===== config.mk =====
export PLATFORM = sky130hd
export DESIGN_NAME = ccr_unit_flat
export DESIGN_NICKNAME = d
export VERILOG_FILES = /design/src/rtl/ccr_unit_if.sv /design/src/rtl/ccr_unit.sv /design/src/flat_wrapper.sv
export SDC_FILE = /design/constraint.sdc
export NUM_CORES = 1
export LEC_CHECK = 0
export ABC_AREA = 0
export CAP_MARGIN = 20
export CORE_ASPECT_RATIO = 0.7
export CORE_MARGIN = 8
export CORE_UTILIZATION = 43
export DETAILED_ROUTE_END_ITERATION = 8
export PLACE_DENSITY = 0.9
export SLEW_MARGIN = 10
export SYNTH_ARGS = -nofsm -noshare
export SYNTH_HDL_FRONTEND = slang
export SYNTH_SLANG_ARGS = --single-unit

===== constraint.sdc =====
create_clock -name clk -period 3.8 [get_ports clk]
set_input_delay 0.76 -clock clk [delete_from_list [all_inputs] [get_ports clk]]
set_output_delay 0.76 -clock clk [all_outputs]
set_load 0.03 [all_outputs]

===== src/rtl/ccr_unit_if.sv =====
// Bus bundle for the condition-code unit: flagged ALU input, stack and
// condition-request controls, and the registered status/response outputs.
interface ccr_unit_if #(
  parameter int CNT_W = 3
);
  logic [35:0]      alu_out;
  logic             ccr_load;
  logic             flag_push;
  logic             flag_pop;
  logic             cond_req;
  logic [3:0]       cond_code;
  logic [3:0]       flags;
  logic             cond_valid;
  logic             cond_true;
  logic [CNT_W-1:0] stack_count;
  logic             stack_full;
  logic             stack_empty;
  logic             stack_err;

  // Producer side: drives the ALU bus and the control requests.
  modport master (
    output alu_out, ccr_load, flag_push, flag_pop, cond_req, cond_code,
    input  flags, cond_valid, cond_true, stack_count, stack_full,
           stack_empty, stack_err
  );

  // Condition-code unit side.
  modport slave (
    input  alu_out, ccr_load, flag_push, flag_pop, cond_req, cond_code,
    output flags, cond_valid, cond_true, stack_count, stack_full,
           stack_empty, stack_err
  );
endinterface


===== src/rtl/ccr_unit.sv =====
// Condition-code register with a 16-way branch-condition evaluator
// (registered, one-cycle latency) and a small flag save/restore stack
// used on exception entry and return.
module ccr_unit #(
  parameter int STACK_DEPTH = 4,
  parameter int CNT_W       = 3
) (
  input logic         clk,
  input logic         reset,
  ccr_unit_if.slave   bus
);

  localparam int IDX_W = (STACK_DEPTH > 1) ? $clog2(STACK_DEPTH) : 1;

  logic [3:0]       flag_q;
  logic [CNT_W-1:0] count_q;
  logic             valid_q;
  logic             true_q;
  logic             err_q;
  logic [3:0]       stack_mem [STACK_DEPTH];

  logic             full;
  logic             empty;
  logic             push_ok;
  logic             pop_ok;
  logic             op_err;
  logic [CNT_W-1:0] top_cnt;
  logic [IDX_W-1:0] wr_idx;
  logic [IDX_W-1:0] rd_idx;
  logic             cond_eval;
  logic             unused_result;

  // The 32-bit result field rides along on the bus but carries no flag info.
  assign unused_result = ^bus.alu_out[31:0];

  assign full    = (count_q == CNT_W'(STACK_DEPTH));
  assign empty   = (count_q == '0);
  assign top_cnt = count_q - CNT_W'(1);
  assign wr_idx  = count_q[IDX_W-1:0];
  assign rd_idx  = top_cnt[IDX_W-1:0];

  // Simultaneous push and pop is ambiguous, so both are refused.
  assign push_ok = bus.flag_push & ~bus.flag_pop & ~full;
  assign pop_ok  = bus.flag_pop & ~bus.flag_push & ~empty;
  assign op_err  = (bus.flag_push & bus.flag_pop)
                 | (bus.flag_push & ~bus.flag_pop & full)
                 | (bus.flag_pop & ~bus.flag_push & empty);

  // Evaluate the selected branch condition against the current (pre-edge) flags.
  always_comb begin
    // NOTE: default first so every path assigns cond_eval and no latch is inferred.
    cond_eval = 1'b0;
    case (bus.cond_code)
      4'h0: cond_eval = flag_q[2];
      4'h1: cond_eval = ~flag_q[2];
      4'h2: cond_eval = flag_q[1];
      4'h3: cond_eval = ~flag_q[1];
      4'h4: cond_eval = flag_q[3];
      4'h5: cond_eval = ~flag_q[3];
      4'h6: cond_eval = flag_q[0];
      4'h7: cond_eval = ~flag_q[0];
      4'h8: cond_eval = flag_q[1] & ~flag_q[2];
      4'h9: cond_eval = ~flag_q[1] | flag_q[2];
      4'hA: cond_eval = (flag_q[3] == flag_q[0]);
      4'hB: cond_eval = (flag_q[3] != flag_q[0]);
      4'hC: cond_eval = ~flag_q[2] & (flag_q[3] == flag_q[0]);
      4'hD: cond_eval = flag_q[2] | (flag_q[3] != flag_q[0]);
      4'hE: cond_eval = 1'b1;
      4'hF: cond_eval = 1'b0;
      default: cond_eval = 1'b0;
    endcase
  end

  // Flag register: a legal pop restores the stack top and beats a load.
  always_ff @(posedge clk or posedge reset) begin
    // NOTE: non-blocking assignments so every register samples pre-edge values.
    if (reset) begin
      flag_q <= 4'h0;
    end else if (pop_ok) begin
      flag_q <= stack_mem[rd_idx];
    end else if (bus.ccr_load) begin
      flag_q <= bus.alu_out[35:32];
    end
  end

  // Stack occupancy and the one-cycle illegal-operation pulse.
  always_ff @(posedge clk or posedge reset) begin
    if (reset) begin
      count_q <= '0;
      err_q   <= 1'b0;
    end else begin
      err_q <= op_err;
      if (push_ok) begin
        count_q <= count_q + CNT_W'(1);
      end else if (pop_ok) begin
        count_q <= top_cnt;
      end
    end
  end

  // Stack storage; saves the flags as they were before this edge.
  always_ff @(posedge clk) begin
    // NOTE: storage is deliberately not reset; the count alone says what is valid.
    if (push_ok) begin
      stack_mem[wr_idx] <= flag_q;
    end
  end

  // Registered condition response; cond_true holds between requests.
  always_ff @(posedge clk or posedge reset) begin
    if (reset) begin
      valid_q <= 1'b0;
      true_q  <= 1'b0;
    end else begin
      valid_q <= bus.cond_req;
      if (bus.cond_req) begin
        true_q <= cond_eval;
      end
    end
  end

  assign bus.flags       = flag_q;
  assign bus.cond_valid  = valid_q;
  assign bus.cond_true   = true_q;
  assign bus.stack_count = count_q;
  assign bus.stack_full  = full;
  assign bus.stack_empty = empty;
  assign bus.stack_err   = err_q;

endmodule


===== src/flat_wrapper.sv =====
// flat-port wrapper written by rule: the top's interface ports become plain ports
module ccr_unit_flat 
#(
  parameter int STACK_DEPTH = 4,
  parameter int CNT_W       = 3
)
  (clk, reset, bus_alu_out, bus_ccr_load, bus_flag_push, bus_flag_pop, bus_cond_req, bus_cond_code, bus_flags, bus_cond_valid, bus_cond_true, bus_stack_count, bus_stack_full, bus_stack_empty, bus_stack_err);
  ccr_unit_if #(.CNT_W(CNT_W)) bus_i ();
  input logic clk;
  input logic reset;
  input wire logic [$bits(bus_i.alu_out)-1:0] bus_alu_out;
  input wire logic [$bits(bus_i.ccr_load)-1:0] bus_ccr_load;
  input wire logic [$bits(bus_i.flag_push)-1:0] bus_flag_push;
  input wire logic [$bits(bus_i.flag_pop)-1:0] bus_flag_pop;
  input wire logic [$bits(bus_i.cond_req)-1:0] bus_cond_req;
  input wire logic [$bits(bus_i.cond_code)-1:0] bus_cond_code;
  output wire logic [$bits(bus_i.flags)-1:0] bus_flags;
  output wire logic [$bits(bus_i.cond_valid)-1:0] bus_cond_valid;
  output wire logic [$bits(bus_i.cond_true)-1:0] bus_cond_true;
  output wire logic [$bits(bus_i.stack_count)-1:0] bus_stack_count;
  output wire logic [$bits(bus_i.stack_full)-1:0] bus_stack_full;
  output wire logic [$bits(bus_i.stack_empty)-1:0] bus_stack_empty;
  output wire logic [$bits(bus_i.stack_err)-1:0] bus_stack_err;
  assign bus_i.alu_out = bus_alu_out;
  assign bus_i.ccr_load = bus_ccr_load;
  assign bus_i.flag_push = bus_flag_push;
  assign bus_i.flag_pop = bus_flag_pop;
  assign bus_i.cond_req = bus_cond_req;
  assign bus_i.cond_code = bus_cond_code;
  assign bus_flags = bus_i.flags;
  assign bus_cond_valid = bus_i.cond_valid;
  assign bus_cond_true = bus_i.cond_true;
  assign bus_stack_count = bus_i.stack_count;
  assign bus_stack_full = bus_i.stack_full;
  assign bus_stack_empty = bus_i.stack_empty;
  assign bus_stack_err = bus_i.stack_err;
  ccr_unit #(.STACK_DEPTH(STACK_DEPTH), .CNT_W(CNT_W)) u_core (.clk(clk), .reset(reset), .bus(bus_i));
endmodule

==> flow_summary.rst, run 1 <==
.. list-table::
   :header-rows: 1

   * - Metric
     - Value
   * - Total inserted antenna cells
     - 0
   * - Achievable Freq
     - roughly 350 MHz
   * - Arrival time worst endpoint
     - around 2.1 ns
   * - Fraction of registers with async set or reset after synthesis
     - 38.5%
   * - HP Start
     - u_core.bus.stack_count[2]
   * - Setup-failing EPs final
     - 0
   * - Post-detailed-route count of antenna-violating nets
     - 0
   * - Core area
     - between 2000 and 3000 sq um
   * - Area growth from synthesis to layout
     - 27.4%
   * - CTS tree
     - done
   * - Power per unit of standard cell area
     - approximately 690 nW/um^2
   * - Top fanout value on the critical path
     - 9
   * - Min Tclk post-route
     - 2.87 ns
   * - RSZ-0062 raised after global routing
     - no
   * - Cell family contributing the most delay on the critical path
     - buffers and inverters
   * - Fraction of the yosys area taken by sequential cells
     - 59.0%
   * - Clock transition at the registers of the reported paths
     - 0.08 ns
   * - Synth area leaders
     - edfxtp_1, dfrtp_1, mux4_2
   * - Die width
     - roughly 80 um
   * - Instance count of the mapped netlist
     - 90
   * - Result of the run
     - finished, final reports clean
   * - Final period util
     - 75.4%
   * - Final routed wire length divided by cell count
     - ~17 um
   * - Top FF cell, synth
     - edfxtp_1
   * - Critical path launch point
     - u_core.bus.stack_count[0]
   * - Final Hold Fails
     - 0
   * - Type of the worst setup path
     - flip-flop to output port
   * - First-pass iteration count of the detailed router
     - 4
   * - Final Routed Wirelength
     - 2540 um
   * - DP Worst Slack
     - 1.08 ns
   * - DRC marker count from the first detailed-route iteration
     - 86
   * - Wire length of the first global-routing pass
     - 4030 um
   * - Full die area
     - 4880 sq um
   * - Total via count in the routed design
     - 811
   * - Drc violations
     - 0
   * - Total of flip-flops plus latches after synthesis
     - 26
   * - Standby leakage power
     - 0.617 nW
   * - Slew at the pin closest to its max-slew limit
     - ~0.74 ns
   * - Num CTS Buffers
     - 3
   * - Final-stage net count
     - between 150 and 200
   * - Buffer type at the clock tree root
     - clkbuf_8
   * - Critical path launch point type
     - flip-flop
   * - Number of buffers added for setup after CTS
     - 0
   * - GP Congestion
     - roughly 0.74
   * - Power Total
     - 1.09 mW
   * - Insertion delay to the later sink of the worst-skew pair
     - 0.27 ns
   * - GRT Resource Usage Total
     - 11.2%
   * - Count of unique library cells instantiated by Yosys
     - 29
   * - Largest net degree at the start of global routing
     - 15
   * - Post-synthesis cell type with the largest combined area
     - edfxtp_1
   * - CP max stage delay
     - 0.62 ns
   * - Yosys warnings
     - 0
   * - Clk_skew
     - 0.00503 ns
   * - Critical Path RT
     - between 3 and 4 ns
   * - Total global routing overflow
     - 0
   * - Floorplan row count
     - 16
   * - Commonest cells in the netlist
     - edfxtp_1, dfrtp_1
   * - Crit path buffers/inverters
     - 2
   * - Path class of the lowest-slack min-delay path
     - flip-flop to flip-flop
   * - Area fraction of the dominant cell type after synthesis
     - 38.8%
   * - Number of buffers on the longest clock path
     - 2
   * - Hold_buf cts
     - 0
   * - Setup TNS after final layout
     - 0 ns
   * - Number of slew-limit violations in the final report
     - 0
   * - Vias per cell
     - 5.34
   * - Detailed-placement wirelength estimate
     - around 2000 um
   * - Total standard cell area after synthesis
     - 1240 sq um
   * - Crit-path cells
     - inv_1, ha_1, ha_1, clkdlybuf4s50_1
   * - Fraction of final layout cells with drive strength greater than 1
     - 7.76%
   * - Synthesized Nets
     - 142
   * - Initial antenna violation count
     - 0
   * - Utilization after layout
     - a little under three fifths
   * - Most used cell along the critical path
     - ha_1
   * - Launch point of the worst reg-to-reg path
     - u_core.bus.stack_count[0]
   * - Number of flops mapped to enable cells by yosys
     - 16
   * - Number of clock sinks
     - 26
   * - Post-cts resize count
     - 0
   * - Final worst setup slack
     - 0.933 ns
   * - Endpoint class of the critical path
     - output port
   * - Number of I/O port buffers
     - 25
   * - Die Span Y
     - between 60 and 70 um
   * - Slowest CP cell
     - dfrtp_1
   * - Maximum ir drop on the vdd rail
     - about 0.32 mV
   * - Total number of H-tree levels
     - 1
   * - Post-Syn Area per Cell
     - 13.8 sq um
   * - Initial standard-cell utilization of the core
     - approximately 45%
   * - Number of global-route vias before repair
     - around 850
   * - IO Pins
     - 58
   * - Relative max-transition margin
     - 50.6%
   * - Max Cap Viol
     - 0
   * - Most frequent cell after synthesis
     - edfxtp_1
==> routing by layer <==
layer / GRT usage (%) / part of all wire (%) / up-vias
met3: 4.44 / 7.1 / 7
li1: - / - / 386
met5: 0 / 0 / -
met2: 19.2 / 50 / 24
met4: 3.09 / 1.0 / 0
met1: 12.7 / 42 / 394
==> stage by stage <==
| step | area, sq um | cells | hold WS, ns |
|---|---|---|---|
| 2_1_floorplan | 1240 | 90 | 0.600 |
| 5_1_grt | 1580 | 152 | 0.593 |
| 3_5_place_dp | 1520 | 148 | 0.549 |
| 4_1_cts | 1580 | 152 | 0.560 |
| 3_3_place_gp | 1520 | 148 | 0.526 |
| 6_report | 1580 | 152 | 0.552 |
==> report_power, final <==
group          total, mW  switching (mW)  internal [mW]  leakage [nW]
Combinational      0.456           0.235          0.221         0.323
Sequential         0.456          0.0763          0.380         0.265
Clock              0.173          0.0808         0.0926        0.0288
Total               1.09           0.392          0.693         0.617
==> layout make-up <==
type	count	area (sq um)
flip-flops and latches	26	731
inverters	6	22.5
repair buffers	26	258
multi-input cells	54	467
fillers	217	1180
well taps	36	45.0
clock buffers	4	55.1
==> final timing paths <==
check,cells past startpoint,to,slack (ns)
max,4,bus_stack_full,0.93
min in group asynchronous,2,u_core.bus.flags[0],0.78
min reg2reg,1,u_core.bus.stack_count[2],0.55
max reg2reg,7,u_core.bus.stack_count[2],1.17
min,1,u_core.bus.stack_count[2],0.55
max in group asynchronous,2,u_core.bus.stack_count[1],2.72
==> cells in the final DEF (no fill, tap or decap), types with 2 or more instances in the layout <==
master	Yosys	layout
or3b_1	2	2
ha_1	6	6
inv_1	6	6
xnor2_1	2	2
nor2_1	3	3
and2_1	4	4
nand2_1	6	6
nor3b_1	2	2
dfrtp_1	10	10
o21ai_0	4	4
clkbuf_8	0	4
clkdlybuf4s50_1	0	25
mux4_2	4	4
edfxtp_1	16	16
nor3_1	3	3
mux2i_1	6	6
==> kinds of logic (layout without fill, tap and decap cells) <==
logic type      Yosys count  in the layout  synth area share, %
flops                    26             26                 59.0
simple gates             23             23                 10.4
fa+ha+maj                 6              6                 6.06
compound gates           13             13                 7.68
xor+xnor                  2              2                 1.41
buf+inv                  10             36                 3.33
mux                      10             10                 12.1
==> state kept, by name, indices dropped and copies added (netlist names) <==
signal	count
u_core.bus.stack_err	1
u_core.bus.stack_count	3
u_core.bus.cond_true	1
u_core.bus.cond_valid	1
u_core.bus.flags	4
u_core.stack_mem	16
Power figures use the tool's default switching activity.
==> inputs of run 2 (changes only) <==
- CORE_UTILIZATION: 43 -> 40
- PLACE_DENSITY: 0.9 -> 0.85
- clock period: 3.8 -> 2.75 ns (I/O delays scaled with it)
==> run 2 against run 1 <==
- die area rose by 5.7%
- via count fell by 1.7%
- clock skew rose by 0.00099 ns
- worst setup slack got worse by 0.69 ns
- sequential share of layout area fell by 0.22 points
- wire length fell by 3.7%
- utilization fell by 5.0 points
- final area rose by 0.48%
- hold slack improved by 0.013 ns
- critical path type unchanged
- critical endpoint is now bus_stack_empty
- largest cell class unchanged
- largest power group is now combinational logic
==> flow_summary.rst, run 2 (same netlist as run 1, synthesis figures left out) <==
.. list-table::
   :header-rows: 1

   * - Metric
     - Value
   * - Result of the run
     - finished, final reports clean
   * - Floorplan row count
     - 17
   * - Fin area
     - 1590 sq um
   * - First-pass iteration count of the detailed router
     - 4
   * - Detailed-placement wirelength estimate
     - 1880 um
   * - Initial antenna violation count
     - 0
   * - Achievable Freq
     - 399 MHz
   * - Number of slew-limit violations in the final report
     - 0
   * - Power per unit of standard cell area
     - 942 nW/um^2
   * - Relative max-transition margin
     - 72.1%
   * - Post-cts resize count
     - 0
   * - GP Congestion
     - about 0.78
   * - Maximum ir drop on the vdd rail
     - 0.502 mV
   * - GRT Resource Usage Total
     - 10.1%
   * - Cell-internal power
     - approximately 0.95 mW
   * - Core area
     - 3040 sq um
   * - Power Total
     - 1.49 mW
   * - Count of placed standard cells in the final layout, fillers left out
     - 156
   * - Most flop-heavy register
     - u_core.stack_mem
   * - Drc violations
     - 0
   * - Die Span Y
     - 62.6 um
   * - Hold_buf cts
     - 0
   * - Number of flip-flops under the largest register name
     - 16
   * - Slack of the worst reg-to-reg path
     - approximately 0.67 ns
   * - Final Hold Fails
     - 0
   * - Post-detailed-route count of antenna-violating nets
     - 0
   * - Clock transition at the registers of the reported paths
     - approximately 0.08 ns
   * - Type of the worst setup path
     - flip-flop to output port
   * - Final period util
     - 91.1%
   * - Worst hold margin
     - between 0.5 and 0.6 ns
   * - Wire length of the first global-routing pass
     - 3950 um
   * - Setup-failing EPs final
     - 0
   * - Vias per cell
     - 5.11
   * - Clock Power Share
     - 14.2%
   * - Buffer type at the clock tree root
     - clkbuf_8
   * - Min Tclk post-route
     - ~2.5 ns
   * - Full die area
     - between 5000 and 6000 sq um
   * - # placed instances
     - 152
   * - Setup TNS after final layout
     - 0 ns
   * - Number of global-route vias before repair
     - 824
   * - Die width
     - 82.5 um
   * - Total via count in the routed design
     - 797
   * - Sequential Power Share
     - ~40%
   * - Final worst setup slack
     - 0.246 ns
   * - Filler cell count in the final layout
     - 262
   * - Total global routing overflow
     - 0
   * - IO Pins
     - 58
   * - Largest net degree at the start of global routing
     - 15
   * - Total inserted antenna cells
     - 0
   * - Number of buffers added for setup after CTS
     - 0
   * - Initial standard-cell utilization of the core
     - 40.7%
   * - Number of buffers on the longest clock path
     - 2
   * - Arrival time worst endpoint
     - around 2 ns
   * - Max Cap Viol
     - 0
   * - Number of clock sinks
     - 26
   * - Top fanout value on the critical path
     - 4
   * - DRC marker count from the first detailed-route iteration
     - 30
   * - Most common cell after layout, fill and taps aside
     - clkdlybuf4s50_1
   * - Num CTS Buffers
     - 3
   * - Insertion delay to the later sink of the worst-skew pair
     - 0.27 ns
   * - Utilization after layout
     - between 50% and 60%
   * - Final-stage net count
     - 171
   * - Path class of the lowest-slack min-delay path
     - input port to asynchronous set/reset pin
   * - Fraction of power spent switching nets
     - 36.6%
   * - Combinational cell fraction of total power
     - 45.1%
   * - DP Area
     - about 1500 sq um
   * - Switching pwr
     - 0.547 mW
   * - Total number of H-tree levels
     - 1
   * - Number of I/O port buffers
     - 25
   * - Final Routed Wirelength
     - 2450 um
   * - Highest-count cells in the layout ignoring fill and taps
     - clkdlybuf4s50_1, edfxtp_1, dfrtp_1
   * - Clk_skew
     - between 0.006 and 0.007 ns
   * - CTS tree
     - done
   * - Slew at the pin closest to its max-slew limit
     - between 0.4 and 0.5 ns
   * - Critical path launch point type
     - flip-flop
   * - Endpoint class of the critical path
     - output port
   * - Fraction of final layout cells with drive strength greater than 1
     - 8.47%
   * - Final routed wire length divided by cell count
     - 15.7 um
   * - Standby leakage power
     - roughly 0.62 nW
   * - Area growth from synthesis to layout
     - 28.0%
   * - DP Worst Slack
     - 0.454 ns
   * - RSZ-0062 raised after global routing
     - no
   * - Critical Path RT
     - 2.20 ns
[run 2: layout make-up]
cell class / count / area [sq um] / area share [%]
flip-flops and latches: 26 / 731 / 46.1
multi-input cells: 54 / 467 / 29.4
repair buffers: 28 / 273 / 17.2
well taps: 38 / 47.5 / 3.00
clock buffers: 4 / 45.0 / 2.84
inverters: 6 / 22.5 / 1.42
[run 2: final timing paths]
path	from	end	cells past startpoint
worst max-delay path	u_core.bus.stack_count[1]	bus_stack_empty	4
max in group asynchronous	reset	u_core.bus.stack_count[2]	2
worst min-delay path	reset	u_core.bus.stack_count[0]	2
worst max register to register	u_core.bus.stack_count[1]	u_core.bus.stack_count[2]	8
min in group clk	u_core.bus.stack_count[2]	u_core.bus.stack_count[2]	1
worst min register to register	u_core.bus.stack_count[2]	u_core.bus.stack_count[2]	1
[run 2: power by group through the flow]
stage	sequential [mW]	clock (mW)	combinational (mW)
detailed placement	0.619	0	0.679
floorplan	0.703	0	0.339
global route	0.622	0.235	0.728
finish	0.608	0.212	0.673
global placement	0.608	0	0.660
CTS	0.610	0.221	0.681
[run 2: routing by layer]
layer | GRT usage [%] | share of wire (%)
met5 | 0 | 0
met4 | 2.79 | 1.3
met3 | 3.59 | 6.3
met2 | 15.3 | 48
met1 | 13.0 | 44
[run 2: critical path: stages, from the launching register on]
cell	delay (ns)
dfrtp_1	0.42
inv_1	0.12
ha_1	0.23
ha_1	0.23
clkdlybuf4s50_1	0.69
==> inputs of run 3 (changes only) <==
- CTS_CLUSTER_DIAMETER: not set -> 120
- PLACE_DENSITY: 0.85 -> 0.88
==> run 3 against run 2 <==
- clock skew up 0.00079 ns
- wire length is 8.5% higher
- critical path depth unchanged
- largest cell class unchanged
- maximum frequency is 1.6% higher
- first-iteration DRC count increased to 3.3 times the previous value
- sequential share of layout area decreased by 0.29 points
- largest power group unchanged
==> flow_summary.rst, run 3 (same netlist as run 1, synthesis figures left out) <==
.. list-table::
   :header-rows: 1

   * - Metric
     - Value
   * - Path class of the lowest-slack min-delay path
     - input port to asynchronous set/reset pin
   * - Final Hold Fails
     - 0
   * - Number of buffers added for setup after CTS
     - 0
   * - First-pass iteration count of the detailed router
     - 4
   * - Filler cell count in the final layout
     - around 260
   * - Critical Path RT
     - between 2 and 2.5 ns
   * - Number of global-route vias before repair
     - approximately 870
   * - Final period util
     - 89.6%
   * - Number of flip-flops under the largest register name
     - 16
   * - Area growth from synthesis to layout
     - 28.8%
   * - Post-cts resize count
     - 0
   * - Wire length of the first global-routing pass
     - around 4400 um
   * - Type of the worst setup path
     - flip-flop to output port
   * - Highest-count cells in the layout ignoring fill and taps
     - clkdlybuf4s50_1, edfxtp_1, dfrtp_1
   * - Power Total
     - 1.53 mW
   * - IO Pins
     - 58
   * - Total global routing overflow
     - 0
   * - DRC marker count from the first detailed-route iteration
     - 98
   * - Total via count in the routed design
     - 821
   * - Achievable Freq
     - 406 MHz
   * - Number of clock sinks
     - 26
   * - RSZ-0062 raised after global routing
     - no
   * - Most flop-heavy register
     - u_core.stack_mem
   * - Power per unit of standard cell area
     - between 900 and 1000 nW/um^2
   * - Min Tclk post-route
     - 2.47 ns
   * - GRT Resource Usage Total
     - 11.0%
   * - Clock transition at the registers of the reported paths
     - about 0.09 ns
   * - Final worst setup slack
     - 0.285 ns
   * - Final-stage net count
     - 171
   * - Endpoint class of the critical path
     - output port
   * - Number of I/O port buffers
     - 25
   * - Buffer type at the clock tree root
     - clkbuf_8
   * - CTS tree
     - done
   * - Clk_skew
     - 0.00681 ns
   * - Largest net degree at the start of global routing
     - 15
   * - Top fanout value on the critical path
     - 4
   * - Drc violations
     - 0
   * - Worst hold margin
     - ~0.57 ns
   * - Final Routed Wirelength
     - 2660 um
   * - Full die area
     - 5160 sq um
   * - Maximum ir drop on the vdd rail
     - between 0.4 and 0.5 mV
   * - Insertion delay to the later sink of the worst-skew pair
     - 0.27 ns
   * - Arrival time worst endpoint
     - 1.92 ns
   * - Standby leakage power
     - 0.627 nW
   * - Number of buffers on the longest clock path
     - 2
   * - Detailed-placement wirelength estimate
     - 2010 um
   * - Setup-failing EPs final
     - 0
   * - Post-detailed-route count of antenna-violating nets
     - 0
   * - Slew at the pin closest to its max-slew limit
     - 0.420 ns
   * - Num CTS Buffers
     - 3
   * - Initial standard-cell utilization of the core
     - ~40%
   * - Die Span Y
     - 62.6 um
   * - Floorplan row count
     - 17
   * - Setup TNS after final layout
     - 0 ns
   * - GP Congestion
     - roughly 0.76
   * - Vias per cell
     - 5.26
   * - Relative max-transition margin
     - a little under three quarters
   * - Max Cap Viol
     - 0
   * - Final routed wire length divided by cell count
     - 17.0 um
   * - Critical path launch point type
     - flip-flop
   * - Initial antenna violation count
     - 0
   * - Total inserted antenna cells
     - 0
   * - Result of the run
     - finished, final reports clean
   * - Fraction of final layout cells with drive strength greater than 1
     - 9.32%
   * - Hold_buf cts
     - 0
   * - DP Worst Slack
     - 0.456 ns
   * - Number of slew-limit violations in the final report
     - 0
   * - Die width
     - 82.5 um
   * - Most common cell after layout, fill and taps aside
     - clkdlybuf4s50_1
   * - Core area
     - 3040 sq um
   * - Total number of H-tree levels
     - 1
[run 3: cell counts in the layout (fill, tap and decap cells not counted)]
Identical to the previous run, type by type.
[run 3: final cells by class]
type                    instances  area [sq um]  area share (%)
well taps                      38          47.5            2.98
flip-flops and latches         26           731            45.8
multi-input cells              54           467            29.3
inverters                       6          22.5            1.41
repair buffers                 28           273            17.1
clock buffers                   4          55.1            3.45
[run 3: per-layer routing]
metal / part of all wire [%] / wire (um) / global-route usage [%]
met1: 40 / 1070 / 13.6
met2: 52 / 1380 / 17.9
met3: 7.6 / 203 / 4.89
met4: 0 / 0 / 0.858
met5: 0 / 0 / 0
[run 3: report_power, final]
| part | internal, mW | total [mW] | switching, mW |
|---|---|---|---|
| logic | 0.319 | 0.677 | 0.358 |
| clock network | 0.128 | 0.242 | 0.114 |
| registers | 0.525 | 0.611 | 0.0858 |
[run 3: per-stage QoR]
step	util, %	instances	instance area (sq um)
2_1_floorplan	-	90	1240
3_3_place_gp	50.6	152	1540
3_5_place_dp	50.6	152	1540
4_1_cts	52.4	156	1600
5_1_grt	52.4	156	1600
6_report	52.4	156	1600
[run 3: final timing paths]
check | start | slack, ns | depth (start not counted) | endpoint
worst max-delay path | u_core.bus.stack_count[1] | 0.28 | 4 | bus_stack_full
worst min-delay path | reset | 0.57 | 2 | u_core.bus.flags[2]
worst max register to register | u_core.bus.stack_count[1] | 0.66 | 8 | u_core.bus.stack_count[2]
worst min register to register | u_core.bus.stack_count[2] | 0.57 | 1 | u_core.bus.stack_count[2]
max in group asynchronous | reset | 1.89 | 2 | u_core.bus.stack_count[0]
min in group clk | u_core.bus.stack_count[2] | 0.57 | 1 | u_core.bus.stack_count[2]
[run 3: worst max-delay path, stage by stage (launching register included)]
cell	delay, ns
dfrtp_1	0.42
inv_1	0.11
ha_1	0.21
ha_1	0.21
clkdlybuf4s50_1	0.69
